<file path="src/rtl/rob_commit_pkg.sv">
//------------------------------------------------------------------------------
// Module      : pipTypes (package)
// Description : Shared pipeline types. Holds the reorder-buffer entry layout
//               and the retirement-stage state encoding.
// Revision    : 1.0 - initial release
//------------------------------------------------------------------------------
`default_nettype none

package pipTypes;

    // Reorder-buffer entry. Result/destination fields are written by the
    // execute stages; store and halt fields are captured at dispatch.
    typedef struct packed {
        logic        halt;
        logic        is_store;
        logic [3:0]  store_be;
        logic [31:0] store_data;
        logic [31:0] store_addr;
        logic        dest_reg_valid;
        logic [4:0]  dest_reg;
        logic [31:0] result_lo;
    } rob_entry_t;

    // Retirement stage state: RUN retires normally, HALTED is terminal.
    typedef enum logic [0:0] {
        RUN    = 1'b0,
        HALTED = 1'b1
    } commit_state_t;

endpackage : pipTypes

`default_nettype wire

</file>
<file path="src/rtl/rob_commit_select.sv">
//------------------------------------------------------------------------------
// Module      : commit_select
// Description : Combinational retirement selection. Finds the longest legal
//               contiguous prefix of head slots, honouring occupancy, result
//               availability, the one-store-per-cycle limit and halt.
// Revision    : 1.0 - initial release
//------------------------------------------------------------------------------
`default_nettype none

module commit_select #(
    parameter int EXT_COUNT    = 4,
    parameter int DEPTHLOG2    = 4,
    parameter int EXTCOUNTLOG2 = $clog2(EXT_COUNT)
) (
    input  logic                    run,
    input  logic [EXT_COUNT-1:0]    slot_valid,
    input  logic [EXT_COUNT-1:0]    slot_is_store,
    input  logic [EXT_COUNT-1:0]    slot_halt,
    input  logic [DEPTHLOG2:0]      rob_used_count,
    input  logic                    sc_ready,
    output logic [EXT_COUNT-1:0]    retiring,
    output logic [EXTCOUNTLOG2:0]   n,
    output logic                    store_valid,
    output logic [EXTCOUNTLOG2-1:0] store_idx
);

    localparam int c_UW = DEPTHLOG2 + 1;

    logic w_open;
    logic w_take;

    // Walk the slots oldest-first; the first slot that cannot retire closes
    // the prefix, and a retiring halt closes it after itself.
    always_comb begin
        retiring    = '0;
        n           = '0;
        store_valid = 1'b0;
        store_idx   = '0;
        w_open      = run;
        w_take      = 1'b0;
        for (int i = 0; i < EXT_COUNT; i++) begin
            w_take = w_open && (c_UW'(i) < rob_used_count) && slot_valid[i];
            // Only one store may commit per cycle, and only when the store
            // buffer can take it.
            if (w_take && slot_is_store[i] && (store_valid || !sc_ready)) begin
                w_take = 1'b0;
            end
            if (w_take) begin
                retiring[i] = 1'b1;
                n           = n + (EXTCOUNTLOG2 + 1)'(1);
                if (slot_is_store[i]) begin
                    store_valid = 1'b1;
                    store_idx   = EXTCOUNTLOG2'(i);
                end
                if (slot_halt[i]) begin
                    w_open = 1'b0;
                end
            end else begin
                w_open = 1'b0;
            end
        end
    end

endmodule : commit_select

`default_nettype wire

</file>
<file path="src/rtl/rob_commit.sv">
//------------------------------------------------------------------------------
// Module      : rob_commit
// Description : In-order retirement at the ROB head. Retires up to EXT_COUNT
//               entries per cycle, drives registered regfile writes, commits
//               at most one store per cycle and stops permanently on halt.
// Revision    : 1.0 - initial release
//------------------------------------------------------------------------------
`default_nettype none

module rob_commit
    import pipTypes::*;
#(
    parameter type T            = rob_entry_t,
    parameter int  DEPTH        = 16,
    parameter int  EXT_COUNT    = 4,
    parameter int  DEPTHLOG2    = $clog2(DEPTH),
    parameter int  EXTCOUNTLOG2 = $clog2(EXT_COUNT)
) (
    input  logic                    clock,
    input  logic                    reset_n,
    input  T                        slot_data      [EXT_COUNT],
    input  logic [EXT_COUNT-1:0]    slot_valid,
    input  logic [DEPTHLOG2:0]      rob_used_count,
    output logic                    consume,
    output logic [EXTCOUNTLOG2-1:0] consume_count,
    output logic [EXT_COUNT-1:0]    rf_wr_en,
    output logic [4:0]              rf_wr_addr     [EXT_COUNT],
    output logic [31:0]             rf_wr_data     [EXT_COUNT],
    output logic                    sc_valid,
    input  logic                    sc_ready,
    output logic [31:0]             sc_addr,
    output logic [31:0]             sc_data,
    output logic [3:0]              sc_be,
    output logic                    halted,
    output logic [31:0]             retired_count
);

    commit_state_t r_state;
    logic          r_halted;
    logic [31:0]   r_retired_count;
    logic [EXT_COUNT-1:0] r_wr_en;
    logic [4:0]    r_wr_addr [EXT_COUNT];
    logic [31:0]   r_wr_data [EXT_COUNT];

    logic [EXT_COUNT-1:0]    w_is_store;
    logic [EXT_COUNT-1:0]    w_halt;
    logic [EXT_COUNT-1:0]    w_retiring;
    logic [EXTCOUNTLOG2:0]   w_n;
    logic                    w_store_valid;
    logic [EXTCOUNTLOG2-1:0] w_store_idx;
    logic [EXT_COUNT-1:0]    w_wr_en;
    logic                    w_halt_retire;

    generate
        for (genvar g = 0; g < EXT_COUNT; g++) begin : g_slot_flags
            assign w_is_store[g] = slot_data[g].is_store;
            assign w_halt[g]     = slot_data[g].halt;
        end
    endgenerate

    commit_select #(
        .EXT_COUNT    (EXT_COUNT),
        .DEPTHLOG2    (DEPTHLOG2),
        .EXTCOUNTLOG2 (EXTCOUNTLOG2)
    ) u_select (
        .run            (r_state == RUN),
        .slot_valid     (slot_valid),
        .slot_is_store  (w_is_store),
        .slot_halt      (w_halt),
        .rob_used_count (rob_used_count),
        .sc_ready       (sc_ready),
        .retiring       (w_retiring),
        .n              (w_n),
        .store_valid    (w_store_valid),
        .store_idx      (w_store_idx)
    );

    assign consume       = (w_n != '0);
    assign consume_count = consume ? EXTCOUNTLOG2'(w_n - (EXTCOUNTLOG2 + 1)'(1)) : '0;
    assign sc_valid      = w_store_valid;
    assign sc_addr       = slot_data[w_store_idx].store_addr;
    assign sc_data       = slot_data[w_store_idx].store_data;
    assign sc_be         = slot_data[w_store_idx].store_be;
    assign w_halt_retire = |(w_retiring & w_halt);

    // Write enables: skip r0 and any slot overwritten by a younger retiring
    // slot in the same group, so only the youngest value reaches the regfile.
    always_comb begin
        w_wr_en = '0;
        for (int i = 0; i < EXT_COUNT; i++) begin
            w_wr_en[i] = w_retiring[i] && slot_data[i].dest_reg_valid &&
                         (slot_data[i].dest_reg != 5'd0);
            for (int j = i + 1; j < EXT_COUNT; j++) begin
                if (w_retiring[j] && slot_data[j].dest_reg_valid &&
                    (slot_data[j].dest_reg == slot_data[i].dest_reg)) begin
                    w_wr_en[i] = 1'b0;
                end
            end
        end
    end

    // State, halt flag, retire counter and the registered regfile write port.
    always_ff @(posedge clock) begin
        if (!reset_n) begin
            r_state         <= RUN;
            r_halted        <= 1'b0;
            r_retired_count <= '0;
            r_wr_en         <= '0;
            for (int i = 0; i < EXT_COUNT; i++) begin
                r_wr_addr[i] <= '0;
                r_wr_data[i] <= '0;
            end
        end else begin
            if (w_halt_retire) begin
                r_state  <= HALTED;
                r_halted <= 1'b1;
            end
            r_retired_count <= r_retired_count + 32'(w_n);
            r_wr_en         <= w_wr_en;
            for (int i = 0; i < EXT_COUNT; i++) begin
                r_wr_addr[i] <= slot_data[i].dest_reg;
                r_wr_data[i] <= slot_data[i].result_lo;
            end
        end
    end

    assign rf_wr_en      = r_wr_en;
    assign rf_wr_addr    = r_wr_addr;
    assign rf_wr_data    = r_wr_data;
    assign halted        = r_halted;
    assign retired_count = r_retired_count;

endmodule : rob_commit

`default_nettype wire
</file>
<file path="config.mk">
export PLATFORM = sky130hd
export DESIGN_NAME = rob_commit
export DESIGN_NICKNAME = d
export VERILOG_FILES = /design/src/rtl/rob_commit_pkg.sv /design/src/rtl/rob_commit_select.sv /design/src/rtl/rob_commit.sv
export SDC_FILE = /design/constraint.sdc
export NUM_CORES = 1
export LEC_CHECK = 0
export CORE_AREA = 2 2 276 278
export CTS_CLUSTER_DIAMETER = 120
export DETAILED_ROUTE_END_ITERATION = 16
export DIE_AREA = 0 0 278 280
export GPL_TIMING_DRIVEN = 0
export REMOVE_ABC_BUFFERS = 1
export SYNTH_ARGS = -nofsm -noshare
export SYNTH_HDL_FRONTEND = slang
export SYNTH_SLANG_ARGS = --single-unit
</file>
<file path="constraint.sdc">
create_clock -name clock -period 5.6 [get_ports clock]
set_clock_uncertainty 0.15 [all_clocks]
set_input_delay 1.4 -clock clock [delete_from_list [all_inputs] [get_ports clock]]
set_output_delay 1.4 -clock clock [all_outputs]
set_load 0.03 [all_outputs]
</file>
# Word-level counts from Yosys, hierarchy flattened
# Cells that the tools add are included.
# word_totals
reg_bits,185
input_bits,444
output_inout_bits,257
# classes
reduce_logical,43
addsub,5
magnitude_cmp,5
n_mux,36
n_eq_ne,6
bitwise,4
# op_table
cell,count
$bmux W108 S2,1
$mux W106,2
$add A32 B3 Y32,1
$eq A5 B5 Y1,6
$logic_and A1 B1 Y1,30
$mux W1,24
$reduce_bool A5 Y1,4
$mux W2,6
$lt A1 B5 Y1 const A,2
$lt A2 B5 Y1 const A,2
$mux W3,3
$reduce_or A4 Y1,2
$add A3 B1 Y3 const B,2
$and A4 B4 Y4,1
$ge A3 B3 Y1 const B,1
$logic_or A1 B1 Y1,3
$not A2 Y3,1
$reduce_bool A3 Y1,1
$reduce_or A3 Y1,1
$add A1 B1 Y2 const B,1
$not A1 Y1,2
$reduce_or A2 Y1,1
$sub A2 B1 Y2 const B,1
$logic_not A1 Y1,1

# Longest topological paths before layout
# Gate-level depths: netlist of run 1.
# depth
ltp_word,29
ltp_mapped,19

# Cells and area by module
# Synthesis of run 1 repeated with hierarchy kept, for this count alone.
# unflattened
cells_unflattened,683
area_unflattened_um2,8079.0
# modules_own_cells
mod,seq_area_each_um2,n_inst,cells_per_inst,area_per_inst_um2
rob_commit,3703.6,1,633,7699.9
commit_select,0.0,1,50,379.1

# Worst setup path before layout of run 1
# No wires, ideal clock.
# synth_path
path_kind,input to output
startpoint,input rob_used_count[2]
endpoint,output consume_count[1]
setup_slack_ns,-0.354
path_buffers,1
path_stages,11
required_time_ns,4.050
t_arrival_ns,4.404
path_cell_list,or4_4 > o21ai_0 > a21oi_1 > ha_1 > clkbuf_1 > xnor2_1 > ha_1 > o2111ai_4 > or3_1 > a21o_1 > a31oi_1
# synth_via
elab_chain_cells,27
word_cells_on_any_way,47
cone_classes,4 x add/sub; 4 x order compare; 19 x mux; 20 x reduce/logical
# synth_lines
element,line_no,text
"start, declared",rob_commit.sv:23,"input logic [DEPTHLOG2:0] rob_used_count,"
"parallel branches: the longest is 24 deep, another holds $lt A1 B5 Y1",--,
$mux W3 *,rob_commit_select.sv:48,if (w_take) begin
$sub A2 B1 Y2 / $reduce_bool A3 Y1 (equally long branches),"rob_commit.sv:79, rob_commit.sv:78",
$mux W2 *,rob_commit.sv:79,assign consume_count = consume ? EXTCOUNTLOG2'(w_n - (EXTCOUNTLOG2 + 1)'(1)) : '0;
"end, declared",rob_commit.sv:25,"output logic [EXTCOUNTLOG2-1:0] consume_count,"
# Mark *: on every way between the ends.

# Final worst setup path of run 1
# layout_path
startpoint,input rob_used_count[2]
endpoint,output consume_count[0]
# Same word-level chain as after synthesis.

==> run metrics, run 1 <==
status finished, violations left; violated checks setup timing; Worst Setup Start Kind input pin; FMAX 174 MHz; Synth top area share 0.429; Ports 701; Via Count 10200; hold slack final 0.362 ns; Clock Power Share 0.355; HP Class reg2reg; hold depth 2; buffers added on ports 700; Syn Inst Count 925; Leak Pwr 7.48 nW; yosys warns 0; area grow syn2layout 112%; slew margin rel. 0.342; WP data required 4.05 ns; ys async rst share 0; cells on worst reg2reg path 18; Avg WL per Cell 25.2 µm; Mapped Area 0.00863 mm²; die height 280 µm; Worst-Skew Late Latency 0.50 ns; final core utilization 0.244; synth cell count leaders 185 x dfxtp_1, 174 x and2_1, 74 x a21oi_1; Area after DPL 0.0168 mm²; Die W 278 µm; total of max-cap violations 0; smallest setup slack after layout -0.139 ns; Clock Pin Slew Worst Setup and Hold Paths 0.08 ns; crit path DAT 4.19 ns; Synth Area per Inst 9.33 µm²; max-slew violations 0; aggregate global routing overflow 0; Psw 1.15 mW; DRT iter0 DRCs 326; clk buf depth 2; NumNets Final 2105; Max VDD drop 0.158 mV; Comb power frac 0.269; fin crit share 1.02; clock net sink count 185; first-pass GRT wire length 86900 µm; count of different cell masters after synthesis 55; DRC errors left 0; initial antenna violation count 41; min Tclk post-route 5.74 ns; Hold Vio Cnt, Final 0; pin count of the biggest net entering global routing 104; part of the power in registers 0.377; DP HPWL 49700 µm; Int Pwr 2.54 mW; worst slew pin tran 0.971 ns; Max Fanout on Critical Path 5; remaining antenna violation count 0; Final Cell Area 0.0183 mm²; total global-route track usage 0.167; Root Buffer clkbuf_16; vias per cell 3.85; Post-synth top flop dfxtp_1; ratio of cells with drive above 1 in the final layout 0.142; top-count cell post-synth dfxtp_1; Die ar. 0.0778 mm²; Power Dens Cells 202 mW/mm²; top cells by area, synth dfxtp_1 43%, and2_1 13%, mux2i_1 8.0%, a21o_1 6.3%, o22ai_1 4.9%; CTS buffer count 17; vias in the first global route 10200; post-synth top area cell dfxtp_1; Placer Congestion 0.804; Starting Density 0.115; RSZ-0062 raised after global routing yes; final setup violation count 6; kind of critical path in2out; Yosys reg bits 185; core area 0.0752 mm²; cts hold-fix bufs 0; # fillers 8203; crit end category primary output; CTS tree built; sequential-to-total area share from yosys stat 0.429; Post-Route WL 67000 µm; DRT Pass-1 Iters 5; FP Rows 101; CTS HTree Levels 4; Sw Share 0.311; EDFF count, synth 0
[cell families (layout without fill, tap and decap cells)]
family / after synthesis / count (layout) / synth area share
buffers and inverters: 80 / 817 / 0.0399
AOI/OAI and AO/OA: 256 / 256 / 0.193
xor gates and xnor gates: 58 / 58 / 0.0588
adders and majority gates: 7 / 7 / 0.0110
DFF: 185 / 185 / 0.429
muxes: 70 / 70 / 0.0813
and+or+nand+nor: 269 / 274 / 0.187
other: 0 / 11 / 0
[metal layers]
layer  vias to the layer above  global-route usage  share of wire  routed length (µm)
li1                       4742                   -              -                   -
met1                      4863               0.194           0.41               27200
met2                       512               0.266           0.46               30800
met3                        87              0.0809           0.10                6900
met4                        24              0.0571          0.029                1960
met5                         -                   0         0.0021                 141
[registers in the layout, indices dropped and copies added, names as in the netlist]
| signal | flops |
|---|---|
| rf_wr_data | 128 |
| rf_wr_addr | 20 |
| halted | 1 |
| retired_count | 32 |
| rf_wr_en | 4 |
[final cells by class]
type / instances / area (µm²) / area share
Antenna cell: 11 / 27.5 / 0.00150
Clock buffer: 18 / 439 / 0.0240
Clock inverter: 14 / 153 / 0.00834
Inverter: 13 / 57.6 / 0.00314
Multi-Input combinational cell: 665 / 4990 / 0.273
Sequential cell: 185 / 3700 / 0.202
Tap cell: 978 / 1220 / 0.0668
Timing Repair Buffer: 772 / 7720 / 0.421
[what timing repair did]
item | 4_1_cts | 5_1_grt
gates cloned | 10 | 0
buffers inserted | 50 | 11
setup endpoints to repair | 100 | 63
pin swaps | 35 | 18
resized for setup | 465 | 68
[worst max-delay path, cell delays in order]
cell and delay (ns):
buf_6 0.10, or4_4 0.60, buf_6 0.16, o21ai_4 0.18, a21oi_4 0.08, ha_4 0.33
xnor2_4 0.13, ha_4 0.16, o2111ai_4 0.12, buf_4 0.19, xor2_1 0.15, a211o_1 0.26
a21oi_2 0.16, buf_6 0.15
[placed cells by master, fill, tap and decap left out, types with 11 or more instances in the layout]
| cell | Yosys | layout |
|---|---|---|
| clkdlybuf4s50_1 | 0 | 618 |
| dfxtp_1 | 185 | 185 |
| and2_1 | 174 | 174 |
| mux2i_1 | 69 | 67 |
| a21o_1 | 73 | 67 |
| o22ai_1 | 68 | 66 |
| a21oi_1 | 74 | 64 |
| buf_4 | 5 | 51 |
| buf_6 | 1 | 36 |
| xnor2_1 | 33 | 32 |
| buf_2 | 14 | 32 |
| xor2_1 | 25 | 25 |
| clkbuf_16 | 0 | 17 |
| nand2_1 | 17 | 15 |
| nand3_1 | 15 | 14 |
| diode_2 | 0 | 11 |
| inv_1 | 12 | 11 |
| nor3_1 | 11 | 11 |
| buf_12 | 0 | 11 |
[power groups by stage]
stage	Combinational (mW)	Clock, mW	Sequential [mW]
5_1_grt	1.05	1.42	1.40
4_1_cts	0.991	1.38	1.39
3_3_place_gp	0.960	0	1.42
3_5_place_dp	0.960	0	1.42
6_report	0.992	1.31	1.39
2_1_floorplan	0.218	0	1.54
[path summary, 6_finish.rpt]
check | start | slack (ns) | end
hold reg to reg | retired_count[30] | 0.36 | retired_count[30]
setup reg to reg | halted | 1.39 | retired_count[31]
hold / removal | retired_count[30] | 0.36 | retired_count[30]
setup / recovery | rob_used_count[2] | -0.14 | consume_count[0]
[metrics by stage]
| stage | worst slack [ns] | TNS (ns) | std cells | total power [mW] |
|---|---|---|---|---|
| 2_1_floorplan | -1.91 | -117.31 | 858 | 1.76 |
| 3_3_place_gp | -6.40 | -706.48 | 2536 | 2.38 |
| 5_1_grt | -0.237 | -1.36 | 2653 | 3.86 |
| 4_1_cts | -0.234 | -0.877 | 2636 | 3.76 |
| 6_report | -0.139 | -0.290 | 2656 | 3.69 |
| 3_5_place_dp | -2.44 | -173.35 | 2545 | 2.38 |
(Power assumes the default switching activity.)
==> inputs of run 2 (changes only) <==
- CORE_AREA: 2 2 276 278 -> 5 5 271 273
- DIE_AREA: 0 0 278 280 -> 0 0 276 278
==> run 2 against run 1 <==
The run still ends with setup timing left; flip-flop and latch count stayed put; sequential share of layout area up 0.30 points; critical path depth down 2; global-route usage fell by 6.0 points.
==> run metrics, run 2 (same netlist as run 1, synthesis figures left out) <==
status finished, violations left; violated checks setup timing; Via Count 9961; Comb power frac 0.262; Starting Density 0.122; core area 0.0709 mm²; WP data required 4.05 ns; ratio of cells with drive above 1 in the final layout 0.135; hold slack final 0.367 ns; DP HPWL 34100 µm; remaining antenna violation count 0; total of max-cap violations 0; CTS buffer count 17; CTS HTree Levels 4; commonest non-fill, non-tap cell in the layout clkdlybuf4s50_1; worst slew pin tran 0.680 ns; Final Cell Area 0.0180 mm²; crit path DAT 4.11 ns; initial antenna violation count 2; Leak Pwr 7.46 nW; FMAX 177 MHz; Clock Power Share 0.350; Placer Congestion 0.903; GR peak layer met2; Avg WL per Cell 17.9 µm; cts hold-fix bufs 0; CTS tree built; Sw Share 0.301; Root Buffer clkbuf_16; Post-Route WL 46700 µm; final setup violation count 4; clock net sink count 185; NumNets Final 2095; slew margin rel. 0.541; vias in the first global route 10200; pin count of the biggest net entering global routing 101; max FFs per register 128; grt met3 use 0.0299; most frequent cells in the layout 617 x clkdlybuf4s50_1, 185 x dfxtp_1, 174 x and2_1; max-slew violations 0; crit end category primary output; vias per cell 3.82; fin crit share 1.01; part of the power in registers 0.388; smallest setup slack after layout -0.0552 ns; Hold Vio Cnt, Final 0; GRT met1 Usage 0.127; die height 278 µm; aggregate global routing overflow 0; kind of critical path in2out; DRC errors left 0; Die W 276 µm; first-pass GRT wire length 64200 µm; # fillers 7647; Worst Setup Start Kind input pin; FP Rows 98; Max Fanout on Critical Path 6; total design power 3.59 mW; Worst-Skew Late Latency 0.44 ns; met2 Use GR 0.190; Max VDD drop 0.212 mV; multi-input combinational cell area 0.00498 mm²; clk buf depth 2; Psw 1.08 mW; buffers added on ports 700; Area after DPL 0.0167 mm²; DRT iter0 DRCs 642; Power Dens Cells 199 mW/mm²; area grow syn2layout 109%; register cell area after layout 0.00370 mm²; HP Class reg2reg; Int Pwr 2.51 mW; Die ar. 0.0767 mm²; final core utilization 0.255; total global-route track usage 0.107; RSZ-0062 raised after global routing yes; Clock Pin Slew Worst Setup and Hold Paths 0.08 ns; Ports 701; DRT Pass-1 Iters 5; min Tclk post-route 5.66 ns; setup TNS -0.105 ns
run 2: power by group through the flow:
stage,sequential (mW),combinational [mW],clock (mW)
after floorplan,1.54,0.218,0
after global placement,1.42,0.916,0
after detailed placement,1.42,0.921,0
after CTS,1.39,0.940,1.32
after global routing,1.40,0.991,1.37
final,1.39,0.942,1.25
run 2: cell type report:
| type | count | share of cell area |
|---|---|---|
| repair buffers | 763 | 0.416 |
| inverters | 13 | 0.00298 |
| well taps | 950 | 0.0659 |
| flip-flops and latches | 185 | 0.205 |
| multi-input cells | 664 | 0.276 |
| diodes | 2 | 0.000277 |
| clock buffers | 18 | 0.0243 |
| clock inverters | 14 | 0.00971 |
run 2: repair_timing:
item / 4_1_cts / 5_1_grt
endpoints found under the hold margin: 0 / 0
cloned: 7 / 3
resized for setup: 228 / 184
pin swaps: 22 / 21
setup endpoints to repair: 101 / 68
setup buffers: 30 / 22
run 2: stage by stage:
| stage | setup WS, ns | std cells |
|---|---|---|
| after global placement | -4.80 | 2508 |
| final | -0.0552 | 2609 |
| after CTS | -0.148 | 2583 |
| after global routing | -0.170 | 2607 |
| after detailed placement | -1.85 | 2514 |
| after floorplan | -1.91 | 858 |
run 2: path summary, 6_finish.rpt:
kind                          start                end  slack [ns]  cells after the start
hold / removal     retired_count[5]   retired_count[5]        0.37                      2
hold reg to reg    retired_count[5]   retired_count[5]        0.37                      2
setup reg to reg             halted  retired_count[30]        1.39                     18
setup / recovery  rob_used_count[2]   consume_count[1]       -0.06                     12
run 2: layer usage:
layer  share of wire  vias up
li1                -     4701
met1            0.41     4790
met2            0.51      411
met3           0.066       59
met4           0.021        0
met5               0        -
run 2: worst max-delay path, cell delays in order:
cell,delay (ns)
buf_8,0.10
or4_4,0.59
o21ai_4,0.22
a21oi_4,0.07
ha_4,0.29
xnor2_2,0.18
ha_2,0.23
o2111ai_4,0.14
or3_1,0.35
a21o_1,0.16
a31oi_1,0.17
buf_4,0.20
